`config.mk`:
```
export PLATFORM = sky130hd
export DESIGN_NAME = uart_stream_source
export DESIGN_NICKNAME = d
export VERILOG_FILES = /design/src/rtl/uart_stream_source.sv
export SDC_FILE = /design/constraint.sdc
export NUM_CORES = 1
export LEC_CHECK = 0
export CAP_MARGIN = 0
export CORE_ASPECT_RATIO = 1.5
export CORE_MARGIN = 5
export CORE_UTILIZATION = 60
export DETAILED_ROUTE_END_ITERATION = 8
export PLACE_DENSITY_LB_ADDON = 0.12
export SLEW_MARGIN = 20
export SYNTH_ARGS = -nofsm -noshare
export SYNTH_HDL_FRONTEND = slang
export SYNTH_SLANG_ARGS = --single-unit
```
`constraint.sdc`:
```
create_clock -name CLK1 -period 5.65 [get_ports CLK1]
set_input_delay 0.8475 -clock CLK1 [delete_from_list [all_inputs] [get_ports CLK1]]
set_output_delay 0.8475 -clock CLK1 [all_outputs]
set_load 0.01 [all_outputs]
```
`src/rtl/uart_stream_source.sv`:
```
// uart_stream_source: byte source for uart_send.
// Two modes are available. The first sends a wrapping ASCII counting pattern.
// The second echoes bytes from uart_receive, with optional letter case swap.
// Echoed bytes pass through an internal FIFO.
// Optional build macro: UART_STREAM_CRLF_EN inserts CR/LF after each PAT_HI byte
// in pattern mode.
module uart_stream_source #(
    parameter int unsigned PAT_LO  = 48,
    parameter int unsigned PAT_HI  = 57,
    parameter int unsigned FIFO_AW = 4
) (
    input  logic             CLK1,
    input  logic             RST,
    input  logic [1:0]       MODE,
    input  logic [7:0]       RX_DATA,
    input  logic             RX_READY,
    input  logic             SENDER_IDLE,
    output logic [7:0]       TX_DATA,
    output logic             TX_READY,
    output logic [FIFO_AW:0] FIFO_COUNT,
    output logic             OVERFLOW
);

    localparam int unsigned      DEPTH      = 2 ** FIFO_AW;
    localparam logic [7:0]       PAT_LO_B   = 8'(PAT_LO);
    localparam logic [7:0]       PAT_HI_B   = 8'(PAT_HI);
    localparam logic [FIFO_AW:0] FULL_COUNT = (FIFO_AW + 1)'(DEPTH);

    typedef enum logic [1:0] {
        READY,
        SEND,
        WAIT_BUSY,
        WAIT_DONE
    } state_t;

    typedef enum logic [1:0] {
        MODE_OFF  = 2'b00,
        MODE_PAT  = 2'b01,
        MODE_ECHO = 2'b10,
        MODE_SWAP = 2'b11
    } mode_t;

`ifdef UART_STREAM_CRLF_EN
    typedef enum logic [1:0] {
        CRLF_NONE,
        CRLF_CR,
        CRLF_LF
    } crlf_t;

    crlf_t crlf, crlf_n;
`endif

    state_t             state, state_n;
    mode_t              mode_s;
    logic [7:0]         pat;
    logic               load;
    logic               adv_pat;
    logic [7:0]         load_data;

    logic [7:0]         mem [DEPTH];
    logic [FIFO_AW-1:0] wr_ptr, rd_ptr;
    logic [FIFO_AW:0]   count;
    logic               rx_q, push_q;
    logic [7:0]         push_data_q;
    logic               pop, wr_en, full, empty;

    function automatic logic [7:0] swap_case(input logic [7:0] b);
        if ((b >= 8'h41 && b <= 8'h5A) || (b >= 8'h61 && b <= 8'h7A))
            return b ^ 8'h20;
        return b;
    endfunction

    assign mode_s     = mode_t'(MODE);
    assign full       = (count == FULL_COUNT);
    assign empty      = (count == '0);
    // A push into a full FIFO still lands when a pop frees the head slot in the same cycle.
    assign wr_en      = push_q && (!full || pop);
    assign TX_READY   = (state == SEND);
    assign FIFO_COUNT = count;

    // Receive edge detect: register RX_READY and latch the byte, push on the following edge.
    always_ff @(posedge CLK1) begin
        if (RST) begin
            rx_q        <= 1'b0;
            push_q      <= 1'b0;
            push_data_q <= '0;
        end else begin
            rx_q        <= RX_READY;
            push_q      <= RX_READY & ~rx_q;
            push_data_q <= RX_DATA;
        end
    end

    // FIFO storage write.
    always_ff @(posedge CLK1) begin
        if (wr_en)
            mem[wr_ptr] <= push_data_q;
    end

    // FIFO pointers, occupancy and sticky overflow flag.
    always_ff @(posedge CLK1) begin
        if (RST) begin
            wr_ptr   <= '0;
            rd_ptr   <= '0;
            count    <= '0;
            OVERFLOW <= 1'b0;
        end else begin
            if (wr_en)
                wr_ptr <= wr_ptr + 1'b1;
            if (pop)
                rd_ptr <= rd_ptr + 1'b1;
            if (wr_en && !pop)
                count <= count + 1'b1;
            else if (!wr_en && pop)
                count <= count - 1'b1;
            if (push_q && full && !pop)
                OVERFLOW <= 1'b1;
        end
    end

    // Send FSM next-state, byte selection and FIFO pop.
    always_comb begin
        state_n   = state;
        load      = 1'b0;
        adv_pat   = 1'b0;
        pop       = 1'b0;
        load_data = pat;
`ifdef UART_STREAM_CRLF_EN
        crlf_n    = crlf;
`endif
        case (state)
            READY: begin
                if (SENDER_IDLE) begin
`ifdef UART_STREAM_CRLF_EN
                    if (crlf != CRLF_NONE) begin
                        load      = 1'b1;
                        load_data = (crlf == CRLF_CR) ? 8'h0D : 8'h0A;
                        crlf_n    = (crlf == CRLF_CR) ? CRLF_LF : CRLF_NONE;
                    end else begin
`endif
                    case (mode_s)
                        MODE_PAT: begin
                            load      = 1'b1;
                            adv_pat   = 1'b1;
                            load_data = pat;
`ifdef UART_STREAM_CRLF_EN
                            if (pat == PAT_HI_B)
                                crlf_n = CRLF_CR;
`endif
                        end
                        MODE_ECHO: begin
                            if (!empty) begin
                                load      = 1'b1;
                                pop       = 1'b1;
                                load_data = mem[rd_ptr];
                            end
                        end
                        MODE_SWAP: begin
                            if (!empty) begin
                                load      = 1'b1;
                                pop       = 1'b1;
                                load_data = swap_case(mem[rd_ptr]);
                            end
                        end
                        MODE_OFF: ;
                    endcase
`ifdef UART_STREAM_CRLF_EN
                    end
`endif
                end
                if (load)
                    state_n = SEND;
            end
            SEND:      state_n = WAIT_BUSY;
            WAIT_BUSY: if (!SENDER_IDLE) state_n = WAIT_DONE;
            WAIT_DONE: if (SENDER_IDLE) state_n = READY;
            default:   state_n = READY;
        endcase
    end

    // FSM state, output byte and pattern register.
    always_ff @(posedge CLK1) begin
        if (RST) begin
            state   <= READY;
            TX_DATA <= PAT_LO_B;
            pat     <= PAT_LO_B;
`ifdef UART_STREAM_CRLF_EN
            crlf    <= CRLF_NONE;
`endif
        end else begin
            state <= state_n;
            if (load)
                TX_DATA <= load_data;
            if (adv_pat)
                pat <= (pat == PAT_HI_B) ? PAT_LO_B : pat + 8'd1;
`ifdef UART_STREAM_CRLF_EN
            crlf  <= crlf_n;
`endif
        end
    end

endmodule

```
==> run_results.csv, run 1 <==
group,metric,value,unit
critical_path,critPathMaxStageDelay,0.76,ns
synth,syn_area_per_cell,16.3,um^2
sta,fmax,275,MHz
global_routing,overflow,0,
cts,cts_sinks,174,
die,die_h,142,um
sta,setup_viol,0,
worst_hold_path,hold_start,"rx_q",
critical_path,slowest_stage,"a31oi_1",
global_routing,grt_pass1_wl,21800,um
die,start_util,61.0,%
global_routing,grt_antenna_before_repair,0,
critical_path,r2r-start,"state[0]",
worst_hold_path,min_path_cells,1,
cts,ctsHoldBuffers,0,
sta,post-route-min-period,3.64,ns
synth,synth_edf_count,128,
global_routing,grt_pass1_vias,3905,
layout,drive_gt1_share,17.3,%
critical_path,critPathKind,"primary input to flip-flop",
synth,synthArstFlopShare,0,%
die,core.rowCount,48,
die,die-area,14000,um^2
die,core_area,11500,um^2
die,die_w,98.2,um
sta,worst_slew_pin_slew,0.976,ns
sta,hold_viol,0,
outcome,status,"finished, final reports clean",
layout,final_core_util,69.2,%
critical_path,cpLargestDelayFamily,"compound AO/OA/AOI/OAI gates",
placed_design,port_buffers,28,
routing,first_iter_violations,300,
flow_run,drv_cap,0,
cts,root_buffer,"clkbuf_16",
synth,synth_cells,430,
die,ios,29,
critical_path,path_buf_inv,2,
routing,vias,3730,
routing,route.detailed.drc,0,
critical_path,critPathCaptureType,"flip-flop",
worst_hold_path,hp-class,"flip-flop to flip-flop",
sta,grt_setup_unrepaired,"no",
synth,ys_types,48,
critical_path,startpoint_type,"primary input",
critical_path,worstPathArrival,4.00,ns
cts,htree_levels,4,
cts,cts_tree,"built",
sta,skew,0.0121,ns
critical_path,path_common_cell,"a21oi_1",
routing,routed_wl,13800,um
global_routing,grt_max_degree,36,
routing,post_drt_wl_per_cell,22.1,um
cts,cts_buffer_depth,2,
layout,n_antenna_cell,0,
global_routing,grt_usage,21.2,%
placed_design,globalplace.congestion,0.833,
routing,ant_nets,0,
critical_path,ff2ff_setup_slack,2.28,ns
cts,clock_latency,0.42,ns
synth,ys_seq_elements,174,
critical_path,cp_max_fo,9,
layout,area_delta_synth_final,13.5,%
cts,clk_pin_slew,0.07,ns
worst_hold_path,hold_end,"push_q",
placed_design,dpl.hpwl,9000,um
sta,maxSlewHeadroom,34.6,%
synth,ys.flop_type,"edfxtp_1",
cts,cts_made_buffers,17,
critical_path,required,6.01,ns
pwr,power_density,409,nW/um^2
cts,cts_resized,0,
sta,fin_crit_sh,64.4,%
synth,synth_area,7000,um^2
routing,drt_first_pass_iters,4,
sta,slew_violations,0,
sta,finalSetupTns,0,ns
synth,yosysWarnings,0,
pwr,vdd_drop_max,221,uV
critical_path,crit_chain,"clkdlybuf4s50_1, nand3_1, a31oi_1, ha_1, inv_1, fa_1, a21o_1, a21oi_1, xnor2_1, or3_1, a21oi_1",
pwr,p_leak,2.61,nW
layout,num-fill-cells,769,
synth,syn_nets,460,
layout,layout.nets,492,
synth,yosysSeqAreaShare,68.1,%
routing,drt-vias-per-instance,5.97,
critical_path,r2r.worst_path.cells,12,
cts,post_cts_buffers,0,
critical_path,reg2reg_to,"FIFO_COUNT[4]",
## logic make-up after synthesis
group / Yosys count / synth area share [%]
AND/OR/NAND/NOR: 117 / 8.51
adder cells (fa/ha/maj): 16 / 2.97
XOR/XNOR: 17 / 2.13
AO/OA/AOI/OAI: 36 / 3.68
flip-flops: 174 / 68.1
multiplexers: 44 / 12.6
buffers and inverters: 26 / 2.04
## per-layer routing
layer	vias up	part of all wire [%]	track usage, %
met5	-	0	0
met4	0	1.8	6.91
met3	12	4.4	4.66
met2	111	56	39.8
met1	1900	38	23.9
li1	1707	-	-
## flip-flops by register name, summed over array words and instances, names as in the netlist, named ones only
name,flops
TX_DATA,8
push_data_q,8
rd_ptr,4
state,2
mem,128
FIFO_COUNT,5
push_q,1
wr_ptr,4
OVERFLOW,1
rx_q,1
pat,8
## worst reg2reg max path, cell delays in order (launching register included)
cell and delay, ns:
dfxtp_1 0.33, inv_1 0.11, ha_1 0.27, nand3_1 0.13, a31oi_1 0.76, ha_1 0.32, inv_1 0.11, fa_1 0.42
a21o_1 0.17, a21oi_1 0.17, xnor2_1 0.09, or3_1 0.30, a21oi_1 0.14
## how the worst max path moves through the flow
stage                     start       endpoint  depth (start not counted)  slack [ns]
global placement    SENDER_IDLE  FIFO_COUNT[4]                         11        1.74
floorplan               MODE[1]  FIFO_COUNT[4]                         12        2.58
detailed placement  SENDER_IDLE  FIFO_COUNT[4]                         11        1.65
finish              SENDER_IDLE  FIFO_COUNT[4]                         11        2.01
CTS                 SENDER_IDLE  FIFO_COUNT[4]                         11        2.08
global route        SENDER_IDLE  FIFO_COUNT[4]                         11        1.90
## per-stage QoR
stage	hold slack (ns)	setup slack [ns]	std cells	power (mW)	cell area, um^2
3_5_place_dp	0.388	1.65	593	2.20	7390
6_report	0.404	2.01	625	3.25	7940
3_3_place_gp	0.379	1.74	593	2.19	7380
4_1_cts	0.404	2.08	625	3.27	7940
2_1_floorplan	0.367	2.58	430	2.01	7000
5_1_grt	0.417	1.90	625	3.40	7940
## cell type report
class                   instances  area [um^2]  share of cell area [%]
multi-input cells             230         2110                    26.6
clock inverters                10         77.6                   0.977
flip-flops and latches        174         4770                    60.0
well taps                     150          188                    2.36
repair buffers                 31          303                    3.81
inverters                       8         30.0                   0.378
clock buffers                  22          465                    5.86
## power by group
part	switching, mW	total, mW	internal, mW	leakage, nW
clock	0.484	1.08	0.595	0.264
combinational	0.299	0.634	0.334	0.800
sequential	0.102	1.53	1.43	1.55
total	0.886	3.25	2.36	2.61
## synthesized netlist by cell type (2+ instances only)
cell type    n  area share [%]
dfxtp_1     46              13
mux2i_1      8             1.1
nand3_1     10            0.72
nor2b_1     14             1.3
nor2_1      44             2.4
xor2_1      11             1.4
nand3_2      2            0.29
a31oi_1      2            0.18
ha_1        15             2.7
nand2_1     18            0.97
edfxtp_1   128              55
xnor2_1      6            0.75
nand2b_1     5            0.45
nor4_1       2            0.18
inv_1        7            0.38
a21oi_1      9            0.64
nor3_1       9            0.64
buf_1        3            0.16
a22oi_1      4            0.43
and3_1       3            0.27
nand4_1      4            0.36
mux4_2      35              11
clkbuf_1    10            0.54
a211oi_1     8            0.86
a21o_1       3            0.32
buf_12       2            0.57
## placed cells by master (no fill, tap or decap), types with 6 or more instances in the layout
master           instances
nand3_1                 10
a21oi_1                  9
edfxtp_1               128
clkbuf_16               18
nor2_1                  44
inv_1                    7
xnor2_1                  6
dfxtp_1                 44
nand2_1                 18
a211oi_1                 8
clkdlybuf4s50_1         28
nor2b_1                 14
ha_1                    15
mux2i_1                  8
xor2_1                  11
mux4_2                  35
(Power assumes the default switching activity.)
==> run 2: changes to the inputs <==
CORE_UTILIZATION = 54   (was 60)
clock period = 3.3 ns   (was 5.65 ns; I/O delays follow)
==> run 2 against run 1 <==
Net effect: final cell count grew 5.0%; critical path depth grew 1; utilization down 5.8 points; worst setup slack got worse by 1.7 ns; first-iteration DRC count down 39%; critical endpoint unchanged; critical path type is now flip-flop to flip-flop; flip-flop and latch count unchanged.
==> run_results.csv, run 2 (synthesis gave the netlist of run 1 again) <==
group,metric,value,unit
worst_hold_path,hold_end,"push_q",
cts,htree_levels,4,
cts,ctsHoldBuffers,0,
routing,route.detailed.drc,0,
cts,cts_made_buffers,17,
die,core_area,12800,um^2
cts,cts_buffer_depth,2,
placed_design,port_buffers,28,
global_routing,grt_pass1_vias,3873,
critical_path,path_buf_inv,2,
layout,area_delta_synth_final,16.2,%
routing,ant_nets,0,
cts,cts_sinks,174,
critical_path,crit_chain,"or4_1, o21ai_1, nor2_1, inv_2, ha_1, inv_1, fa_1, a21o_1, a21oi_1, xnor2_1, or3_1, a21oi_1",
pwr,sw_frac_of_total,26.6,%
critical_path,worstPathArrival,3.36,ns
pwr,seqPwrFrac,45.9,%
routing,drt-vias-per-instance,5.79,
pwr,p_leak,2.73,nW
global_routing,grt_pass1_wl,21200,um
critical_path,ff2ff_setup_slack,0.28,ns
critical_path,required,3.64,ns
pwr,power.switching,1.49,mW
sta,worst_slew_pin_slew,0.741,ns
critical_path,critPathMaxStageDelay,0.60,ns
critical_path,cp_max_fo,6,
pwr,internal-power,4.13,mW
sta,setup_viol,0,
critical_path,cpLargestDelayFamily,"simple AND/OR/NAND/NOR gates",
sta,fin_crit_sh,91.6,%
global_routing,grt_max_degree,33,
critical_path,critPathCaptureType,"flip-flop",
pwr,pwr-share-clk,33.6,%
routing,first_iter_violations,183,
die,core.rowCount,51,
cts,clock_latency,0.42,ns
routing,drt_first_pass_iters,4,
cts,cts_resized,0,
sta,skew,0.00994,ns
cts,clk_pin_slew,0.07,ns
sta,timing.hold.ws,0.397,ns
cts,root_buffer,"clkbuf_16",
sta,maxSlewHeadroom,50.5,%
cts,cts_tree,"built",
die,die-area,15400,um^2
critical_path,reg2reg_to,"FIFO_COUNT[4]",
routing,routed_wl,13300,um
global_routing,overflow,0,
layout,layout.nets,514,
die,start_util,54.6,%
critical_path,critPathKind,"flip-flop to flip-flop",
global_routing,grt_antenna_before_repair,0,
placed_design,dpl.hpwl,9090,um
placed_design,place_ws,0.172,ns
global_routing,grt_usage,18.9,%
critical_path,slowest_stage,"or4_1",
die,die_w,103,um
layout,drive_gt1_share,20.3,%
sta,finalSetupTns,0,ns
sta,grt_setup_unrepaired,"no",
layout,num-fill-cells,940,
worst_hold_path,min_path_cells,1,
sta,layout_setup_ws,0.278,ns
placed_design,globalplace.congestion,0.854,
critical_path,startpoint_type,"flip-flop",
pwr,power_density,692,nW/um^2
sta,hold_viol,0,
layout,final_common_cell,"edfxtp_1",
layout,layout_common_cells,"128 x edfxtp_1, 45 x dfxtp_1, 44 x nor2_1, 35 x mux4_2, 28 x clkdlybuf4s50_1",
cts,post_cts_buffers,0,
pwr,vdd_drop_max,380,uV
pwr,combPwrFrac,20.5,%
layout,largest_register_ffs,128,
layout,n_antenna_cell,0,
layout,regMostFlops,"mem",
routing,vias,3800,
outcome,status,"finished, final reports clean",
sta,fmax,331,MHz
flow_run,drv_cap,0,
critical_path,r2r.worst_path.cells,12,
sta,post-route-min-period,3.02,ns
critical_path,path_common_cell,"a21oi_1",
critical_path,r2r-start,"FIFO_COUNT[0]",
worst_hold_path,hold_start,"rx_q",
routing,post_drt_wl_per_cell,20.3,um
worst_hold_path,hp-class,"flip-flop to flip-flop",
sta,slew_violations,0,
die,die_h,149,um
die,ios,29,
run 2: changes by cell type in the layout (fill, tap and decap cells not counted), sizes merged:
cell      delta
buf         +22
clkinv       +2
clkinvlp     -2
run 2: layer usage:
layer | vias to the layer above | part of all wire [%] | GRT usage (%)
met5 | - | 0 | 0
li1 | 1756 | - | -
met3 | 26 | 4.0 | 3.45
met1 | 1931 | 39 | 23.0
met4 | 0 | 3.0 | 8.23
met2 | 87 | 54 | 32.4
run 2: final cells by class:
class | count | area [um^2] | share of cell area, %
Inverter | 8 | 30.0 | 0.369
Multi-Input combinational cell | 230 | 2090 | 25.7
Tap cell | 159 | 199 | 2.45
Clock buffer | 22 | 495 | 6.09
Sequential cell | 174 | 4770 | 58.6
Timing Repair Buffer | 53 | 480 | 5.91
Clock inverter | 10 | 71.3 | 0.877
run 2: how the worst max path moves through the flow:
stage | from | endpoint | slack (ns) | cells past startpoint
global placement | SENDER_IDLE | FIFO_COUNT[4] | 0.23 | 11
CTS | FIFO_COUNT[0] | FIFO_COUNT[4] | 0.26 | 12
finish | FIFO_COUNT[0] | FIFO_COUNT[4] | 0.28 | 12
floorplan | FIFO_COUNT[0] | FIFO_COUNT[4] | 0.24 | 13
detailed placement | SENDER_IDLE | FIFO_COUNT[4] | 0.17 | 11
global route | FIFO_COUNT[0] | FIFO_COUNT[4] | 0.12 | 12
run 2: stage by stage:
stage / cells / utilization, % / area [um^2] / power (mW)
after floorplan: 430 / - / 7000 / 3.44
after global routing: 656 / 63.4 / 8130 / 5.90
after detailed placement: 624 / 59.0 / 7560 / 3.80
final: 656 / 63.4 / 8130 / 5.63
after global placement: 624 / 59.0 / 7560 / 3.76
after CTS: 656 / 63.4 / 8130 / 5.68
run 2: power by group through the flow:
stage / combinational, mW / clock [mW] / sequential, mW
3_5_place_dp: 1.17 / 0 / 2.63
5_1_grt: 1.27 / 2.02 / 2.61
3_3_place_gp: 1.13 / 0 / 2.62
4_1_cts: 1.17 / 1.93 / 2.59
6_report: 1.15 / 1.89 / 2.58
2_1_floorplan: 0.828 / 0 / 2.61
==> run 3: changes to the inputs <==
REMOVE_ABC_BUFFERS = 1   (was default)
SLEW_MARGIN = default   (was 20)
==> run 3 against run 2 <==
Net effect: utilization is 0.078 points lower; wire length is 2.4% lower; cell area fell by 0.12%; count of clock-buffer cells in the layout fell by 4; sequential share of layout area is 0.072 points higher; largest cell class unchanged; flip-flop and latch count did not move; non-clock buffer count shrank 2; sequential power barely moved; clock skew rose by 0.0040 ns; clock power is 2% higher; combinational power barely moved.
==> run_results.csv, run 3 (synthesis gave the netlist of run 1 again) <==
group,metric,value,unit
routing,vias,3695,
routing,ant_nets,0,
worst_hold_path,hold_start,"rx_q",
worst_hold_path,hold_end,"push_q",
cts,cts_tree,"built",
critical_path,startpoint_type,"flip-flop",
routing,drt-vias-per-instance,5.65,
cts,cts_buffer_depth,2,
sta,skew,0.0139,ns
layout,final_common_cell,"edfxtp_1",
critical_path,cp_max_fo,6,
flow_run,drv_cap,0,
cts,clk_pin_slew,0.07,ns
die,die_h,149,um
sta,slew_violations,0,
die,die-area,15400,um^2
cts,cts_made_buffers,17,
die,core_area,12800,um^2
sta,fmax,336,MHz
critical_path,required,3.66,ns
cts,cts_resized,0,
cts,htree_levels,4,
layout,drive_gt1_share,20.0,%
sta,grt_setup_unrepaired,"no",
placed_design,place_area,7550,um^2
global_routing,grt_max_degree,33,
die,die_w,103,um
layout,regMostFlops,"mem",
critical_path,critPathCaptureType,"flip-flop",
global_routing,grt_pass1_wl,21000,um
layout,final_core_util,63.3,%
pwr,internal-power,4.12,mW
routing,post_drt_wl_per_cell,19.8,um
worst_hold_path,hp-class,"flip-flop to flip-flop",
die,core.rowCount,51,
worst_hold_path,min_path_cells,1,
critical_path,r2r-start,"FIFO_COUNT[0]",
layout,fin_area,8120,um^2
global_routing,grt_usage,18.7,%
routing,route.detailed.drc,0,
routing,routed_wl,13000,um
cts,cts_sinks,174,
pwr,vdd_drop_max,408,uV
pwr,pwr-share-clk,34.3,%
die,start_util,54.6,%
global_routing,grt_pass1_vias,3887,
cts,post_cts_buffers,0,
sta,setup_viol,0,
sta,finalSetupTns,0,ns
pwr,seqPwrFrac,45.8,%
placed_design,globalplace.congestion,0.808,
pwr,p_leak,2.72,nW
cts,clock_latency,0.42,ns
critical_path,reg2reg_to,"FIFO_COUNT[4]",
placed_design,dpl.hpwl,8990,um
routing,drt_first_pass_iters,4,
critical_path,worstPathArrival,3.33,ns
cts,ctsHoldBuffers,0,
layout,layout.nets,512,
cts,root_buffer,"clkbuf_16",
pwr,power_density,694,nW/um^2
pwr,sw_frac_of_total,27.0,%
die,ios,29,
pwr,power.switching,1.52,mW
sta,maxSlewHeadroom,44.6,%
sta,hold_viol,0,
pwr,combPwrFrac,19.9,%
outcome,status,"finished, final reports clean",
sta,post-route-min-period,2.97,ns
sta,fin_crit_sh,90.1,%
layout,area_delta_synth_final,16.1,%
critical_path,critPathKind,"flip-flop to flip-flop",
routing,first_iter_violations,194,
layout,n_antenna_cell,0,
sta,worst_slew_pin_slew,0.828,ns
layout,layoutNonFillerInstCount,654,
placed_design,port_buffers,28,
pwr,power.total,5.64,mW
global_routing,grt_antenna_before_repair,0,
critical_path,r2r.worst_path.cells,12,
layout,largest_register_ffs,128,
placed_design,place_inst,622,
layout,layout_common_cells,"128 x edfxtp_1, 45 x dfxtp_1, 44 x nor2_1, 35 x mux4_2, 28 x clkdlybuf4s50_1",
global_routing,overflow,0,
critical_path,ff2ff_setup_slack,0.33,ns
run 3: cell types whose count changed in the layout (fill, tap and decap cells not counted), sizes merged:
| cell | delta |
|---|---|
| buf | -2 |
| bufinv | +1 |
| clkbuf | -4 |
| clkinv | -2 |
| clkinvlp | +1 |
| inv | +4 |
run 3: worst max-delay path by stage:
stage	from	to	slack, ns	depth (start not counted)
after detailed placement	SENDER_IDLE	FIFO_COUNT[4]	0.21	11
after global placement	SENDER_IDLE	FIFO_COUNT[4]	0.25	11
after CTS	FIFO_COUNT[0]	FIFO_COUNT[4]	0.32	12
after floorplan	flip-flop	TX_DATA[5]	0.12	6
after global routing	FIFO_COUNT[0]	FIFO_COUNT[4]	0.13	12
final	FIFO_COUNT[0]	FIFO_COUNT[4]	0.33	12
run 3: critical path: stages, from the launching register on:
cell and delay [ns]:
dfxtp_1 0.38, or4_1 0.61, o21ai_1 0.20, nor2_1 0.09, inv_2 0.06, ha_1 0.17, inv_1 0.10, fa_1 0.42
a21o_1 0.18, a21oi_1 0.17, xnor2_1 0.09, or3_1 0.30, a21oi_1 0.13
run 3: power by group through the flow:
stage | clock, mW | combinational, mW | sequential, mW
after floorplan | 0 | 0.702 | 2.67
after global placement | 0 | 1.11 | 2.62
after detailed placement | 0 | 1.13 | 2.63
after CTS | 1.98 | 1.14 | 2.59
after global routing | 2.08 | 1.24 | 2.61
final | 1.93 | 1.12 | 2.58
run 3: layer usage:
metal / global-route usage, % / up-vias / routed length, um
met1: 22.3 / 1866 / 4980
met4: 6.22 / 0 / 176
met2: 33.1 / 61 / 7300
met5: 0 / - / 0
li1: - / 1752 / -
met3: 3.96 / 16 / 519
run 3: area by class of cell:
class | count | area [um^2]
clock buffer | 18 | 429
clock inverter | 14 | 143
sequential | 174 | 4770
inverter | 8 | 30.0
multi-input combinational | 230 | 2090
fill | 944 | 4700
tap | 159 | 199
timing repair buffer | 51 | 465
run 3: metrics by stage:
| step | hold slack (ns) | setup slack, ns |
|---|---|---|
| after floorplan | 0.367 | 0.121 |
| after global placement | 0.381 | 0.246 |
| after detailed placement | 0.414 | 0.207 |
| after CTS | 0.424 | 0.324 |
| after global routing | 0.422 | 0.134 |
| final | 0.415 | 0.325 |
